**src/rtl/piso_framer_pkg.sv**
```systemverilog
// Shared types and helpers for the parallel-to-serial framer.
package piso_pkg;

  typedef enum logic [1:0] {IDLE, SHIFT, GAP} piso_state_t;

  // Bits needed to hold 0..n, never narrower than one bit.
  function automatic int cnt_w(input int n);
    return (n < 1) ? 1 : $clog2(n + 1);
  endfunction

endpackage

```
**src/rtl/piso_framer_if.sv**
```systemverilog
// Frame-in / serial-out bundle of the framer; master drives frames, slave is the framer.
interface piso_framer_if #(
  parameter int WIDTH   = 8,
  parameter int MAX_NUM = 2
);
  logic [WIDTH*MAX_NUM-1:0] din_parallel;
  logic                     din_valid;
  logic                     din_ready;
  logic [WIDTH-1:0]         dout_serial;
  logic                     dout_valid;
  logic                     dout_last;
  logic                     busy;

  modport master (
    output din_parallel, din_valid,
    input  din_ready, dout_serial, dout_valid, dout_last, busy
  );

  modport slave (
    input  din_parallel, din_valid,
    output din_ready, dout_serial, dout_valid, dout_last, busy
  );
endinterface

```
**src/rtl/piso_framer.sv**
```systemverilog
// Serialises one packed frame into MAX_NUM contiguous word-beats followed by an idle gap.
// PISO_MSB_FIRST_EN: issue the top word first instead of word 0.
module piso_framer
  import piso_pkg::*;
#(
  parameter int WIDTH      = 8,
  parameter int MAX_NUM    = 2,
  parameter int GAP_CYCLES = 0
) (
  input  logic         clk,
  input  logic         rstn,
  piso_framer_if.slave bus
);

  localparam int FW = WIDTH * MAX_NUM;
  localparam int BW = cnt_w(MAX_NUM);
  localparam int GW = cnt_w(GAP_CYCLES);

  piso_state_t       state_q, state_d;
  logic [FW-1:0]     sreg_q, sreg_d;
  logic [BW-1:0]     beat_q, beat_d;
  logic [GW-1:0]     gap_q, gap_d;
  logic [WIDTH-1:0]  dout_q, dout_d;
  logic              vld_q, vld_d;
  logic              last_q, last_d;
  logic              busy_q, busy_d;

  // head: word emitted next; tail: remaining frame after that word is consumed.
  function automatic logic [WIDTH-1:0] head(input logic [FW-1:0] f);
`ifdef PISO_MSB_FIRST_EN
    return f[FW-1 -: WIDTH];
`else
    return f[WIDTH-1:0];
`endif
  endfunction

  function automatic logic [FW-1:0] tail(input logic [FW-1:0] f);
`ifdef PISO_MSB_FIRST_EN
    return f << WIDTH;
`else
    return f >> WIDTH;
`endif
  endfunction

  // beat_q counts words already placed on the output, including the one shown now.
  always_comb begin
    state_d = state_q;
    sreg_d  = sreg_q;
    beat_d  = beat_q;
    gap_d   = gap_q;
    dout_d  = '0;
    vld_d   = 1'b0;
    last_d  = 1'b0;
    case (state_q)
      IDLE: begin
        if (bus.din_valid) begin
          state_d = SHIFT;
          sreg_d  = tail(bus.din_parallel);
          dout_d  = head(bus.din_parallel);
          beat_d  = BW'(1);
          vld_d   = 1'b1;
          last_d  = (MAX_NUM == 1);
        end
      end
      SHIFT: begin
        if (beat_q == BW'(MAX_NUM)) begin
          beat_d  = '0;
          gap_d   = '0;
          state_d = (GAP_CYCLES == 0) ? IDLE : GAP;
        end else begin
          sreg_d = tail(sreg_q);
          dout_d = head(sreg_q);
          beat_d = beat_q + 1'b1;
          vld_d  = 1'b1;
          last_d = (beat_q == BW'(MAX_NUM - 1));
        end
      end
      GAP: begin
        if (int'(gap_q) >= GAP_CYCLES - 1) begin
          gap_d   = '0;
          state_d = IDLE;
        end else begin
          gap_d = gap_q + 1'b1;
        end
      end
      default: state_d = IDLE;
    endcase
    busy_d = (state_d != IDLE);
  end

  always_ff @(posedge clk or negedge rstn) begin
    if (!rstn) begin
      state_q <= IDLE;
      sreg_q  <= '0;
      beat_q  <= '0;
      gap_q   <= '0;
      dout_q  <= '0;
      vld_q   <= 1'b0;
      last_q  <= 1'b0;
      busy_q  <= 1'b0;
    end else begin
      state_q <= state_d;
      sreg_q  <= sreg_d;
      beat_q  <= beat_d;
      gap_q   <= gap_d;
      dout_q  <= dout_d;
      vld_q   <= vld_d;
      last_q  <= last_d;
      busy_q  <= busy_d;
    end
  end

  assign bus.din_ready   = (state_q == IDLE);
  assign bus.dout_serial = dout_q;
  assign bus.dout_valid  = vld_q;
  assign bus.dout_last   = last_q;
  assign bus.busy        = busy_q;

endmodule

```
**src/flat_wrapper.sv**
```systemverilog
// flat-port wrapper written by rule: the top's interface ports become plain ports
module piso_framer_flat import piso_pkg::*;
#(
  parameter int WIDTH      = 8,
  parameter int MAX_NUM    = 2,
  parameter int GAP_CYCLES = 0
)
  (clk, rstn, bus_din_parallel, bus_din_valid, bus_din_ready, bus_dout_serial, bus_dout_valid, bus_dout_last, bus_busy);
  piso_framer_if #(.WIDTH(WIDTH), .MAX_NUM(MAX_NUM)) bus_i ();
  input  logic clk;
  input  logic rstn;
  input wire logic [$bits(bus_i.din_parallel)-1:0] bus_din_parallel;
  input wire logic [$bits(bus_i.din_valid)-1:0] bus_din_valid;
  output wire logic [$bits(bus_i.din_ready)-1:0] bus_din_ready;
  output wire logic [$bits(bus_i.dout_serial)-1:0] bus_dout_serial;
  output wire logic [$bits(bus_i.dout_valid)-1:0] bus_dout_valid;
  output wire logic [$bits(bus_i.dout_last)-1:0] bus_dout_last;
  output wire logic [$bits(bus_i.busy)-1:0] bus_busy;
  assign bus_i.din_parallel = bus_din_parallel;
  assign bus_i.din_valid = bus_din_valid;
  assign bus_din_ready = bus_i.din_ready;
  assign bus_dout_serial = bus_i.dout_serial;
  assign bus_dout_valid = bus_i.dout_valid;
  assign bus_dout_last = bus_i.dout_last;
  assign bus_busy = bus_i.busy;
  piso_framer #(.WIDTH(WIDTH), .MAX_NUM(MAX_NUM), .GAP_CYCLES(GAP_CYCLES)) u_core (.clk(clk), .rstn(rstn), .bus(bus_i));
endmodule
```
**config.mk**
```make
export PLATFORM = sky130hd
export DESIGN_NAME = piso_framer_flat
export DESIGN_NICKNAME = d
export VERILOG_FILES = /design/src/rtl/piso_framer_pkg.sv /design/src/rtl/piso_framer_if.sv /design/src/rtl/piso_framer.sv /design/src/flat_wrapper.sv
export SDC_FILE = /design/constraint.sdc
export NUM_CORES = 1
export LEC_CHECK = 0
export ABC_AREA = 1
export CAP_MARGIN = 20
export CORE_MARGIN = 2
export CORE_UTILIZATION = 41
export CTS_CLUSTER_DIAMETER = 200
export DETAILED_ROUTE_END_ITERATION = 10
export PLACE_DENSITY = 0.72
export SYNTH_ARGS = -nofsm -noshare
export SYNTH_HDL_FRONTEND = slang
export SYNTH_SLANG_ARGS = --single-unit
```
**constraint.sdc**
```tcl
create_clock -name clk -period 1.3 [get_ports clk]
set_input_delay 0.26 -clock clk [delete_from_list [all_inputs] [get_ports clk]]
set_output_delay 0.26 -clock clk [all_outputs]
set_load 0.1 [all_outputs]
```
==> metrics <==
via count 741; DRT Pass-1 Iters 4; delay-heaviest family, CP flip-flops; largest net degree at the start of global routing 24; startpoint types register; Num CTS Buffers 3; asr flop ratio synth 1.00; Place WS -0.00952 ns; Clock Latency Late Sink 0.30 ns; part of the power in registers 0.469; Final Setup Violations 1; Pleak 0.762 nW; Die Ht 52.4 um; top cells by area, synth dfrtp_1 (60%), nand2_1 (18%), nand3_2 (5.2%); vias in the first global route 676; Post-DRT Antenna Nets 0; share of layout cells above drive strength 1 0.314; DRT Wirelength 1680 um; Comb pwr share 0.364; sequential cell area 576 sq um; Netlist cell types 16; Seq cells post-synth 23; residual DRC count 0; EDFF count, synth 0; Max H-tree Level 1; violated checks setup timing; path length in cells of the critical path 2; Power Total 1.90 mW; crit-path max cell delay 0.44 ns; syn nets 118; CP max stage cell dfrtp_1; routed len/inst 10.2 um; ant diodes 0; Area growth syn-to-layout 54.4%; worst hold-check path type in2async; CP max FO 3; routability cong. 0.700; CP Data Required Time 1.04 ns; synthesized instance count 99; Main synth FF type dfrtp_1; post-place instance area 1420 sq um; run status finished with violations; CP bufs+invs 1; crit path DAT 1.08 ns; Clock Skew 0.00574 ns; RSZ-0062 raised after global routing true; most common cell in the netlist nand2_1; CORE AREA 2210 sq um; Max Slew Vio Count 0; Final HPWL DP 1260 um; largest area contributor in the netlist dfrtp_1; Fill cells 175; initial antenna violation count 0; Synth Warn # 0; sequential element share of the synthesized area 0.601; CTS tree built; Max-Cap Viols 0; Final min period 1.34 ns; maximum clock insertion buffer count 2; crit-path cells nor2_4, buf_12; Clk pwr share 0.167; fmax 0.745 GHz; Die W 52.4 um; Root Driver clkbuf_4; total grt overflow 0; Initial Utilization 0.433; fin area 1480 sq um; Mapped Area 958 sq um; die area 2740 sq um; Core Util, Final 0.669; std cell rows 17; crit path capture type primary output; clk slew on worst S/H paths 0.12 ns; Starting DRT DRC Count 5; Synth top area share 0.601; clock sinks 23; Worst Setup Slack, final -0.0415 ns; NumNets Final 157; Pwr Density 1280 nW/um^2; type of the worst setup path reg2out; Switching Fraction 0.366; IO buf count 30; Avg Cell Area, Syn 9.68 sq um; IO Count 31; total net switching power 695 uW; period utilization 1.03; P_int 1.20 mW; first-pass GRT wire length 2770 um; CTS Hold Bufs 0; Worst VDD drop 889 uV; commonest cells in the netlist nand2_1 (47), dfrtp_1 (23), nand3_2 (5); R2R depth 6; area of the multi-input gates 343 sq um; Hold Violations, Final 0; GR Util All Layers 0.140; Via density 4.49
[final timing paths]
path                                              to            startpoint  slack, ns
setup / recovery                       bus_din_ready     u_core.state_q[0]      -0.04
setup reg to reg                    u_core.sreg_q[0]     u_core.state_q[1]       0.07
hold / removal                      u_core.sreg_q[2]                  rstn       0.28
max in group asynchronous           u_core.beat_q[0]                  rstn       0.80
min in group clk                    u_core.sreg_q[4]  bus_din_parallel[12]       0.49
hold reg to reg            u_core.bus.dout_serial[7]      u_core.sreg_q[7]       0.50
[layout make-up]
class | count | area share
Sequential cell | 23 | 0.389
Tap cell | 28 | 0.0237
Clock buffer | 4 | 0.0178
Multi-Input combinational cell | 67 | 0.232
Timing Repair Buffer | 37 | 0.320
Inverter | 6 | 0.0186
[power by group through the flow]
stage | sequential (mW) | combinational, mW | clock, mW
final | 0.889 | 0.691 | 0.317
after global routing | 0.902 | 0.731 | 0.364
after CTS | 0.890 | 0.678 | 0.326
after detailed placement | 0.905 | 0.672 | 0
after global placement | 0.900 | 0.663 | 0
after floorplan | 1.11 | 0.197 | 0
[cell usage in the layout, fill, tap and decap left out, types with 2 or more instances in the layout]
cell              n
nand2_1          42
dfrtp_1          23
clkdlybuf4s50_1  18
buf_12           12
nand2_2           9
nand3_2           7
buf_4             7
inv_1             4
nor2_1            3
clkbuf_4          3
nor2_4            2
[registers in the layout, indices dropped and copies added (netlist names)]
register                cells
u_core.beat_q               2
u_core.sreg_q               8
u_core.state_q              2
u_core.bus.dout_last        1
u_core.bus.dout_serial      8
u_core.bus.busy             1
u_core.bus.dout_valid       1
[what timing repair did]
item | in CTS | in global routing
resized for setup | 1 | 1
cloned | 0 | 0
setup endpoints to repair | 1 | 7
buffers inserted | 1 | 3
pin swaps | 1 | 2
[metrics by stage]
step	TNS (ns)	hold WS, ns	instances
global route	-0.0811	0.282	165
CTS	-0.0718	0.284	162
finish	-0.0415	0.282	165
global placement	0	0.472	157
floorplan	-2.87	-0.0356	99
detailed placement	-0.00952	0.470	157
[per-layer routing]
metal  track usage  vias to the layer above  wire length, um
met5             0                        -                0
met3        0.0286                        2               90
met1         0.163                      348              697
li1              -                      371                -
met2         0.244                       20              876
met4        0.0641                        0               17
[cells by family (layout without fill, tap and decap cells)]
group                  Yosys count  in the layout  synth area share
DFF                             23             23             0.601
and+or+nand+nor                 65             65             0.315
buffers and inverters            9             47            0.0757
AOI/OAI and AO/OA                1              1           0.00522
other                            1              1           0.00391
(Power assumes the default switching activity.)
